File: config.mk
export PLATFORM = sky130hd
export DESIGN_NAME = decoder3to8_seq
export DESIGN_NICKNAME = d
export VERILOG_FILES = /design/src/rtl/decoder3to8_seq.sv
export SDC_FILE = /design/constraint.sdc
export NUM_CORES = 1
export LEC_CHECK = 0
export CAP_MARGIN = 30
export CORE_ASPECT_RATIO = 1.1
export CORE_MARGIN = 4
export CORE_UTILIZATION = 35
export CTS_CLUSTER_SIZE = 20
export DETAILED_ROUTE_END_ITERATION = 12
export HOLD_SLACK_MARGIN = 0.06
export PLACE_DENSITY = 0.51
export SYNTH_ARGS = -nofsm -noshare
export SYNTH_HDL_FRONTEND = slang
export SYNTH_SLANG_ARGS = --single-unit
File: constraint.sdc
create_clock -name clk -period 5.6 [get_ports clk]
set_input_delay 0.84 -clock clk [delete_from_list [all_inputs] [get_ports clk]]
set_output_delay 0.84 -clock clk [all_outputs]
set_load 0.005 [all_outputs]
File: src/rtl/decoder3to8_seq.sv
// Sequential 3-to-8 decoder: queues 3-bit codes and replays each as a one-hot strobe
// held for HOLD cycles, with an idle gap between strobes. Define DEC_ACK_EN for ack-terminated strobes.
module decoder3to8_seq #(
    parameter int unsigned HOLD = 4
) (
    input  logic       clk,
    input  logic       rst,
    input  logic       en,
    input  logic       vld,
    input  logic [2:0] code,
`ifdef DEC_ACK_EN
    input  logic       ack,
`endif
    output logic       rdy,
    output logic [7:0] y,
    output logic       busy,
    output logic       done
);

    typedef enum logic [1:0] {
        IDLE  = 2'd0,
        DRIVE = 2'd1,
        GAP   = 2'd2
    } state_e;

    state_e     state_q;
    logic [7:0] y_q;
    logic       busy_q;
    logic       done_q;

    logic [2:0] mem_q [2];
    logic       rd_ptr_q;
    logic       wr_ptr_q;
    logic [1:0] count_q;

`ifndef DEC_ACK_EN
    logic [7:0] cnt_q;
`endif

    logic [2:0] head_d;
    logic       push_d;
    logic       pop_d;
    logic       start_d;

    assign rdy = (count_q < 2'd2) && !rst;

    always_comb begin
        head_d  = mem_q[rd_ptr_q];
        push_d  = vld && rdy;
`ifdef DEC_ACK_EN
        pop_d   = (state_q == DRIVE) && en && ack;
`else
        pop_d   = (state_q == DRIVE) && en && (cnt_q == 8'd0);
`endif
        // A strobe may start from IDLE or straight out of the one-cycle GAP.
        start_d = (state_q != DRIVE) && en && (count_q != 2'd0);
    end

    // NOTE: sequential state uses non-blocking assignments so every register
    // samples pre-edge values regardless of statement order.
    always_ff @(posedge clk) begin
        if (rst) begin
            state_q  <= IDLE;
            y_q      <= 8'h00;
            busy_q   <= 1'b0;
            done_q   <= 1'b0;
            rd_ptr_q <= 1'b0;
            wr_ptr_q <= 1'b0;
            count_q  <= 2'd0;
`ifndef DEC_ACK_EN
            cnt_q    <= 8'd0;
`endif
            // NOTE: the queue storage is not reset; count_q alone marks entries valid.
        end else begin
            if (push_d) begin
                mem_q[wr_ptr_q] <= code;
                wr_ptr_q        <= ~wr_ptr_q;
            end
            if (pop_d) begin
                rd_ptr_q <= ~rd_ptr_q;
            end
            count_q <= count_q + 2'(push_d) - 2'(pop_d);
            done_q  <= 1'b0;

            case (state_q)
                IDLE, GAP: begin
                    if (start_d) begin
                        state_q <= DRIVE;
                        y_q     <= 8'h01 << head_d;
                        busy_q  <= 1'b1;
`ifndef DEC_ACK_EN
                        cnt_q   <= 8'(HOLD - 1);
`endif
                    end else begin
                        state_q <= IDLE;
                        y_q     <= 8'h00;
                        busy_q  <= 1'b0;
                    end
                end
                DRIVE: begin
                    if (!en) begin
                        y_q <= 8'h00;
                    end else if (pop_d) begin
                        state_q <= GAP;
                        y_q     <= 8'h00;
                        done_q  <= 1'b1;
                    end else begin
                        // Reload from head so a strobe resumes cleanly after an en stall.
                        y_q <= 8'h01 << head_d;
`ifndef DEC_ACK_EN
                        cnt_q <= cnt_q - 8'd1;
`endif
                    end
                end
                default: begin
                    state_q <= IDLE;
                    y_q     <= 8'h00;
                    busy_q  <= 1'b0;
                end
            endcase
        end
    end

    assign y    = y_q;
    assign busy = busy_q;
    assign done = done_q;

endmodule

---- After elaboration in Yosys (flattened, before gate mapping) ----
Memories as Yosys holds them, arrays and structs flattened. A register that Yosys moved wholly into a read port is not among the register bits.
Index checks and enable logic that the tools add are counted.
word-level totals
  RAM bits ................................ 6
  memories kept ........................... 1
  bits of input ports ..................... 7
  word-level logic and storage cells ...... 60
  register bits ........................... 24
  output and inout port bits .............. 11
cells by class
  mux-type cells .......................... 20
  reductions and logical operators ........ 15
  eq/ne operators ......................... 7
  bitwise gates (word level) .............. 4
  shift-type cells ........................ 1
  $add $sub $neg .......................... 3
  $lt $le $gt $ge ......................... 1
memory list
  memory  words  width  rd ports  clocked after Yosys merged registers in  write ports  line  source
  mem_q   2      3      1         1                                        1            31    logic [2:0] mem_q [2];
operators with widths
  operator                                                number
  two-way mux 8 bit                                       6
  case mux 8 bit (2 select lines)                         2
  logical NOT 8 bit                                       1
  two-way mux 1 bit                                       8
  inequality test 2 bit (second input constant)           4
  << shifter 1 x 3 -> 8 bit (first input constant)        1
  subtractor 8 x 1 -> 8 bit (second input constant)       1
  logical AND 1 bit                                       6
  two-way mux 2 bit                                       2
  inverter 1 bit                                          4
  case mux 2 bit (2 select lines)                         1
  AND reduction 4 bit                                     1
  nonzero test 2 bit                                      2
  OR reduction 3 bit                                      1
  adder 2 x 1 -> 2 bit                                    1
  equality test 2 x 1 -> 1 bit (second input constant)    1
  equality test 2 bit (second input constant)             1
  logical NOT 2 bit                                       1
  < comparator 2 bit (second input constant)              1
  inequality test 2 x 1 -> 1 bit (second input constant)  1
  case mux 1 bit (2 select lines)                         1
  AND reduction 2 bit                                     1
  OR reduction 2 bit                                      1
  subtractor 2 x 1 -> 2 bit                               1
  logical NOT 1 bit                                       1

---- Logic depth before layout (Yosys ltp) ----
Gate-level depths: netlist of the first run.
  depth in word-level cells ............... 6
  mapped depth ............................ 9
  gate-level depth less buffers ........... 9

---- Least setup slack after synthesis of the first run ----
No wires, ideal clock.
  path type ............................... input to register
  start ................................... in en
  end ..................................... reg count_q[0]
  stages .................................. 6
  path slack .............................. 3291 ps
  library setup time ...................... 128 ps
  required time ........................... 5472 ps
  path buffers ............................ 0
  arrival time ............................ 2181 ps
  cells stage by stage .................... or4b_4 -> nor3b_4 -> ha_1 -> inv_1 -> ha_1 -> nor2b_1
between the ends
  word-level cells in the longest chain between the ends .. 3
ends and longest elaborated chain
  item                             line  source
  start, declared                  8     input logic en,
  logical AND 1 bit (2 in series)  53    pop_d = (state_q == DRIVE) && en && (cnt_q == 8'd0);
  named net pop_d                  42    logic pop_d;
  subtractor 2 x 1 -> 2 bit        82    count_q <= count_q + 2'(push_d) - 2'(pop_d);
  end signal, assigned             82
  end, declared                    34    logic [1:0] count_q;
The timed path passes the listed nets, and every way through them passes these cells.
A chain may end at the register's enable or synchronous reset.

---- Final worst setup path of the first run ----
  start ................................... in rst
  end ..................................... out rdy
between the ends
  word-level cells in the longest chain between the ends .. 2
ends and longest elaborated chain
  item               line  source
  start, declared    7     input logic rst,
  logical NOT 1 bit  45    assign rdy = (count_q < 2'd2) && !rst;
  logical AND 1 bit  45
  end, declared      14    output logic rdy,
Every way passes these cells.

==> results of run 1 <==
final timing paths:
kind / startpoint / end / depth (start not counted)
max: rst / rdy / 3
min: busy$_SDFFE_PP0P_ / busy$_SDFFE_PP0P_ / 2
max reg2reg: cnt_q[0]$_SDFFE_PP0P_ / count_q[0]$_SDFF_PP0_ / 8
min reg2reg: busy$_SDFFE_PP0P_ / busy$_SDFFE_PP0P_ / 2
registers in the layout, indices dropped and copies added (netlist names), named ones only:
register  count
wr_ptr_q      1
cnt_q         8
rd_ptr_q      1
state_q       2
count_q       2
y             8
busy          1
mem_q         6
done          1
layout make-up:
cell class                      instances  area share
Clock inverter                          1     0.00440
Inverter                               10      0.0220
Tap cell                               50      0.0366
Timing Repair Buffer                   17      0.0996
Clock buffer                            7      0.0564
Sequential cell                        31       0.399
Multi-Input combinational cell         87       0.382
where the power goes:
group	switching, uW	internal (uW)	leakage (uW)
Sequential	9.09	239	0.000257
Clock	82.2	112	0.0000505
Combinational	43.8	37.0	0.000283
Total	135	387	0.000591
worst max-delay path: cells and delay by family:
family                 cells  cell delay (ns)
buffers and inverters      2             1.14
and+or+nand+nor            1             0.24
synth_stat cells (all sizes together) (2+ instances only):
| cell | count |
|---|---|
| o21ai | 2 |
| ha | 3 |
| inv | 10 |
| xor2 | 2 |
| nor3b | 2 |
| a211oi | 11 |
| edfxtp | 6 |
| dfxtp | 25 |
| nand2 | 2 |
| a31oi | 3 |
| buf | 4 |
| nand3b | 2 |
| or2 | 2 |
| nor4b | 2 |
| a21oi | 6 |
| o211ai | 6 |
| mux2 | 3 |
| nor2b | 2 |
| nor4 | 2 |
| mux2i | 3 |
| and2 | 2 |
| nor2 | 7 |
| or4b | 2 |
| nand2b | 3 |
| or3b | 2 |
| nor3 | 2 |
| or4 | 3 |
layer usage:
| layer | vias to the layer above | GRT usage | share of wire |
|---|---|---|---|
| li1 | 538 | - | - |
| met1 | 466 | 0.154 | 0.47 |
| met2 | 28 | 0.177 | 0.43 |
| met3 | 8 | 0.0483 | 0.072 |
| met4 | 0 | 0.0662 | 0.025 |
| met5 | - | 0 | 0 |
cell usage in the layout (no fill, tap or decap), types with 3 or more instances in the layout:
| cell type | Yosys | final |
|---|---|---|
| or4_1 | 3 | 3 |
| clkdlybuf4s50_1 | 0 | 17 |
| mux2_2 | 3 | 3 |
| o211ai_1 | 6 | 6 |
| ha_1 | 3 | 3 |
| mux2i_1 | 3 | 3 |
| inv_1 | 10 | 10 |
| nand2b_1 | 3 | 3 |
| a211oi_1 | 11 | 11 |
| a21oi_1 | 6 | 6 |
| a31oi_1 | 3 | 3 |
| clkbuf_8 | 0 | 7 |
| edfxtp_1 | 6 | 6 |
| dfxtp_1 | 25 | 25 |
| nor2_1 | 7 | 7 |
cell families (layout without fill, tap and decap cells):
group,count (synthesis),after routing,synth area share
compound gates,36,36,0.182
xor+xnor,3,3,0.0188
fa+ha+maj,3,3,0.0269
buf+inv,15,35,0.0457
flops,31,31,0.487
mux,6,6,0.0457
simple gates,39,39,0.194
metrics by stage:
step	total power [uW]	utilization
2_1_floorplan	310	-
3_3_place_gp	332	0.429
3_5_place_dp	333	0.429
4_1_cts	530	0.457
5_1_grt	548	0.457
6_report	523	0.457
==> flow_summary.toml, run 1 <==
[global_route]
grt_pass1_vias = 978
grt_max_degree = 14
grt_overflow = 0
grt_util_all_layers = 0.122
grt_pass1_wl_mm = 4.51
antenna_found_initial = 0

[yosys]
synth_top_area_cell = "dfxtp_1"
avgSynthCellArea_sq_um = 10.5
async_flop_share = 0
ys.flop_type = "dfxtp_1"
synthTopCellsByArea = "dfxtp_1 36%, edfxtp_1 13%, a211oi_1 5.9%"
ys_types = 45
synth_seq_cells = 31
synth-edff-count = 6
netlist_instances = 133
yosysSeqAreaShare = 0.487
synth-warning-count = 0
synth.top_cell.area_share = 0.358
syn-num-nets = 143
syn_area_sq_um = 1400

[sta]
finalCritPeriodShare = 0.546
hold_viol_final = 0
worst_slew_pin_slew_ns = 0.955
setup_viol = 0
min_period_ns = 3.06
clock_skew_ns = 0.00554
final_max_slew_viol_count = 0
finalWorstSetupSlack_ns = 2.54
timing.fmax_mhz = 327
relSlewSlack = 0.355
holdWs_ns = 0.499
rsz0062_at_grt = "no"
setup_tns_ns = 0

[layout]
fin_cells = 203
multiInputGateArea_sq_um = 653
nFillCells = 361
syn_to_final_growth_pct = 22.2
antennaDiodeCount = 0
final_cell_area_sq_um = 1710
area.sequential_sq_um = 681
drive_gt1_frac = 0.137
layout.nets = 162

[die]
io_pins = 18
die_w_microns = 68.3
core_area_sq_um = 3740
initial_core_util = 0.374
die_area_sq_um = 5070
row_count = 23
die_h_microns = 74.3

[worst_setup_path]
cp_common_cell = "clkdlybuf4s50_1"
setup.worst_path.start_class = "input pin"
rrSetupSlack_ns = 3.31
crit_slowest_cell = "clkdlybuf4s50_1"
worstPathArrival_ns = 2.22
path_cells = "clkdlybuf4s50_1 > nor2_1 > clkdlybuf4s50_1"
max_stage_delay_ns = 0.61
critPathRequiredTime_ns = 4.76
endpoint_kind = "output pin"
crit_fanout = 13
crit_type = "in2out"

[placement]
place_inst = 195
globalplace.congestion = 0.785
dp_hpwl_mm = 1.98
port_buffers = 17
pre_cts_ws_ns = 2.57
placed_area_sq_um = 1600

[pwr]
leakagePower_uw = 0.000591
p_per_area_nw_per_um2 = 306
ir_worst_vdd_uv = 159

[run]
drv_cap = 0

[min_path]
hold_class = "reg2reg"

[clock_network]
cts_max_level = 2
clk_path_buf_depth = 2
clk_latency_ns = 0.28
cts_root_buf = "clkbuf_8"
cts_tree = "done"
postCtsSetupBuffers = 0
cts_sinks = 31
cts_buffers = 5
postCtsHoldBufs = 0
cts.clk_slew.worst_paths_ns = 0.06
cts_resized = 0

[drt]
wire_per_inst_microns = 13.2
wl_mm = 2.68
num_vias = 1040
drc_errors = 0
ant_nets = 0
drtPass1Iterations = 4
drt_iter0_drc = 31
viasPerCell = 5.12

[status]
status = "complete, no violations"
(Power assumes the default switching activity.)
==> inputs of run 2 (changes only) <==
Settings changed: PLACE_DENSITY 0.51 to 0.53.
Clock period 5.6 ns to 2.7 ns, I/O delays scaled along.
==> run 2 against run 1 <==
  * Global-route usage rose by 0.31 points
  * Largest cell class unchanged
  * Clock power grew 140%
  * Sequential share of layout area is 0.83 points lower
  * Critical endpoint is now count_q[0]$_SDFF_PP0_
  * Critical path type is now reg2reg
==> flow_summary.toml, run 2 (same netlist as run 1, synthesis figures left out) <==
[run]
drv_cap = 0

[clock_network]
cts_tree = "done"
cts_sinks = 31
cts_max_level = 2
cts_resized = 0
cts_buffers = 5
clk_latency_ns = 0.28
postCtsHoldBufs = 0
postCtsSetupBuffers = 0
cts_root_buf = "clkbuf_8"
cts.clk_slew.worst_paths_ns = 0.07
clk_path_buf_depth = 2

[global_route]
grt_util_all_layers = 0.125
grt_overflow = 0
grt_pass1_wl_mm = 4.80
antenna_found_initial = 0
grt_pass1_vias = 1050
grt_max_degree = 13

[sta]
hold_viol_final = 0
timing.fmax_mhz = 457
setup_viol = 0
setup_tns_ns = 0
rsz0062_at_grt = "no"
min_period_ns = 2.19
holdWs_ns = 0.500
clock_skew_ns = 0.00361
final_max_slew_viol_count = 0
relSlewSlack = 0.514
worst_slew_pin_slew_ns = 0.723
finalCritPeriodShare = 0.811

[die]
die_w_microns = 68.3
core_area_sq_um = 3740
io_pins = 18
die_h_microns = 74.3
row_count = 23
initial_core_util = 0.374
die_area_sq_um = 5070

[drt]
drtPass1Iterations = 4
viasPerCell = 5.12
drt_iter0_drc = 32
wl_mm = 2.64
wire_per_inst_microns = 12.8
drc_errors = 0
ant_nets = 0
num_vias = 1055

[worst_setup_path]
rr_worst_depth = 8
rrSetupSlack_ns = 0.51
cp_common_cell = "ha_1"
crit_slowest_cell = "nor4b_1"
setup.worst_path.start_class = "register"
worst-path-stages = 8
worstPathArrival_ns = 2.36
max_stage_delay_ns = 0.47
crit_fanout = 5
critPathRequiredTime_ns = 2.87
path_cells = "inv_1 > ha_1 > nor4b_1 > nor3b_4 > ha_1 > inv_1 > ha_1 > nor2b_1"
cp.buffers_inverters = 2
endpoint_kind = "register"
crit_type = "reg2reg"
crit_family = "simple AND/OR/NAND/NOR gates"

[placement]
port_buffers = 17
globalplace.congestion = 0.757
dp_hpwl_mm = 1.97

[min_path]
hold_class = "reg2reg"
whs_path_depth = 2

[pwr]
ir_worst_vdd_uv = 328
p_per_area_nw_per_um2 = 663
leakagePower_uw = 0.000616

[layout]
layout.nets = 165
final_cell_mix = "25 x dfxtp_1, 17 x clkdlybuf4s50_1, 11 x a211oi_1, 10 x inv_1, 7 x nor2_1"
drive_gt1_frac = 0.154
nFillCells = 361
antennaDiodeCount = 0
syn_to_final_growth_pct = 24.8
final_common_cell = "dfxtp_1"

[status]
status = "complete, no violations"
[run 2: changes by cell type in the layout (fill, tap and decap cells not counted)]
cell        delta
clkinvlp_4     -1
bufinv_16      +1
buf_4          +3
clkinv_2       +1
clkbuf_8       -1
[run 2: area by class of cell]
class                   instances  area [sq um]  area share
well taps                      50          62.6      0.0359
clock inverters                 2          35.0      0.0201
inverters                      10          37.5      0.0215
repair buffers                 20           193       0.110
multi-input cells              87           653       0.374
flip-flops and latches         31           681       0.390
clock buffers                   6          82.6      0.0473
[run 2: worst reg2reg max path: cells and delay by family, from the launching register on]
family,cells,cell delay [ns]
and+or+nand+nor,3,0.89
adders and majority gates,3,0.70
DFF,1,0.32
buffers and inverters,2,0.17
[run 2: final timing paths]
path,endpoint,from
min,busy$_SDFFE_PP0P_,busy$_SDFFE_PP0P_
min reg2reg,busy$_SDFFE_PP0P_,busy$_SDFFE_PP0P_
max,count_q[0]$_SDFF_PP0_,cnt_q[0]$_SDFFE_PP0P_
max reg2reg,count_q[0]$_SDFF_PP0_,cnt_q[0]$_SDFFE_PP0P_
[run 2: per-stage QoR]
step | cells | power [uW] | util | area, sq um | worst slack (ns)
after global placement | 198 | 696 | 0.435 | 1630 | 0.272
final | 206 | 1160 | 0.466 | 1740 | 0.510
after global routing | 206 | 1220 | 0.466 | 1740 | 0.333
after CTS | 206 | 1170 | 0.466 | 1740 | 0.505
after floorplan | 133 | 644 | - | 1400 | 0.699
after detailed placement | 198 | 701 | 0.435 | 1630 | 0.239
[run 2: power breakdown]
part | switching, uW | total, uW | internal [uW]
combinational | 93.0 | 177 | 84.4
clock | 167 | 465 | 298
sequential | 18.2 | 514 | 495
[run 2: routing by layer]
metal | up-vias | GRT usage | wire length (microns)
met4 | 0 | 0.0464 | 38
met3 | 7 | 0.0408 | 157
met2 | 31 | 0.186 | 1210
met1 | 471 | 0.168 | 1230
li1 | 546 | - | -
met5 | - | 0 | 0
==> inputs of run 3 (changes only) <==
Clock period 2.7 ns to 1.85 ns, I/O delays scaled along.
==> run 3 against run 2 <==
  * Die area did not move
  * Worst hold slack improved by 0.0044 ns
  * Design area rose by 9.1%
  * Core utilization rose by 4.2 points
  * Sequential power rose by 46%
  * Total power rose by 50%
==> flow_summary.toml, run 3 (same netlist as run 1, synthesis figures left out) <==
[die]
core_area_sq_um = 3740
initial_core_util = 0.374
die_area_sq_um = 5070
row_count = 23
io_pins = 18
die_w_microns = 68.3
die_h_microns = 74.3

[global_route]
grtUsageMet2 = 0.209
grt_overflow = 0
antenna_found_initial = 0
grt.busiest_layer = "met2"
grt_pass1_vias = 1190
grt_util_all_layers = 0.132
met3_usage = 0.0393
grt_pass1_wl_mm = 5.02
met1_usage = 0.161
grt_max_degree = 13

[pwr]
p_seq_frac = 0.433
clkPwrFrac = 0.371
p_sw_uw = 425
power_frac_comb = 0.196
p_int_uw = 1310
finalPower_uw = 1740
ir_worst_vdd_uv = 448
swShare = 0.245
p_per_area_nw_per_um2 = 912
leakagePower_uw = 0.000709

[worst_setup_path]
setup.worst_path.start_class = "input pin"
critPathRequiredTime_ns = 1.57
crit_type = "in2out"
r2r-start = "cnt_q[4]$_SDFFE_PP0P_"
endpoint_kind = "output pin"
crit_fanout = 12
worstPathArrival_ns = 1.55
cp-startpoint = "rst"

[run]
drv_cap = 0

[drt]
drc_errors = 0
drtPass1Iterations = 4
wl_mm = 2.97
viasPerCell = 5.11
wire_per_inst_microns = 13.3
num_vias = 1140
ant_nets = 0
drt_iter0_drc = 51

[min_path]
hold_class = "reg2reg"
holdCritStartpoint = "busy$_SDFFE_PP0P_"

[sta]
min_period_ns = 1.83
finalWorstSetupSlack_ns = 0.0212
rsz0062_at_grt = "yes"
clock_skew_ns = 0.00643
timing.fmax_mhz = 547
finalCritPeriodShare = 0.989
setup_viol = 0
hold_viol_final = 0
setup_tns_ns = 0
final_max_slew_viol_count = 0
worst_slew_pin_slew_ns = 0.392
relSlewSlack = 0.736

[layout]
area.sequential_sq_um = 683
final_common_cell = "dfxtp_1"
multiInputGateArea_sq_um = 694
drive_gt1_frac = 0.283
fin_util = 0.509
final_cell_mix = "23 x dfxtp_1, 20 x buf_4, 16 x clkdlybuf4s50_1, 11 x a211oi_1, 8 x inv_1"
nFillCells = 354
layout.nets = 182
syn_to_final_growth_pct = 36.2
antennaDiodeCount = 0

[clock_network]
cts_root_buf = "clkbuf_8"
cts.clk_slew.worst_paths_ns = 0.07
clk_latency_ns = 0.28
cts_max_level = 2
postCtsHoldBufs = 0
cts_buffers = 5
cts_tree = "done"
cts_sinks = 31
clk_path_buf_depth = 2

[placement]
pre_cts_ws_ns = -0.391
dp_hpwl_mm = 2.20
port_buffers = 17
globalplace.congestion = 0.833

[status]
status = "complete, no violations"
run 3: layout make-up:
class	instances	area share
Clock inverter	1	0.0158
Inverter	10	0.0197
Timing Repair Buffer	37	0.168
Sequential cell	31	0.359
Clock buffer	7	0.0401
Tap cell	50	0.0329
Multi-Input combinational cell	87	0.365
run 3: final timing paths:
check | slack [ns] | cells past startpoint | to
hold reg to reg | 0.50 | 2 | busy$_SDFFE_PP0P_
setup reg to reg | 0.02 | 6 | count_q[0]$_SDFF_PP0_
setup / recovery | 0.02 | 4 | rdy
hold / removal | 0.50 | 2 | busy$_SDFFE_PP0P_
run 3: what timing repair did:
| item | in CTS | in global routing |
|---|---|---|
| gates resized for setup | 3 | 9 |
| pin swaps | 2 | 2 |
| setup buffers | 1 | 0 |
| hold endpoints to repair | 0 | 0 |
| endpoints found under the setup margin | 2 | 16 |
run 3: per-layer routing:
metal,vias up,wire length [microns]
li1,578,-
met1,536,1430
met2,19,1390
met3,7,107
met4,0,48
met5,-,0
run 3: power by group through the flow:
stage / clock network (uW) / logic [uW] / registers, uW
3_5_place_dp: 0 / 312 / 762
2_1_floorplan: 0 / 186 / 756
3_3_place_gp: 0 / 305 / 761
4_1_cts: 655 / 323 / 748
5_1_grt: 679 / 374 / 755
6_report: 644 / 340 / 751
run 3: worst max-delay path: stages:
cell             delay (ns)
clkdlybuf4s50_1        0.41
buf_4                  0.18
nor2_1                 0.16
clkdlybuf4s50_1        0.53
run 3: through the flow:
stage	cell area (sq um)	hold slack (ns)	std cells
3_5_place_dp	1750	0.500	214
5_1_grt	1900	0.551	223
6_report	1900	0.505	223
3_3_place_gp	1750	0.489	214
2_1_floorplan	1410	0.376	133
4_1_cts	1880	0.509	223
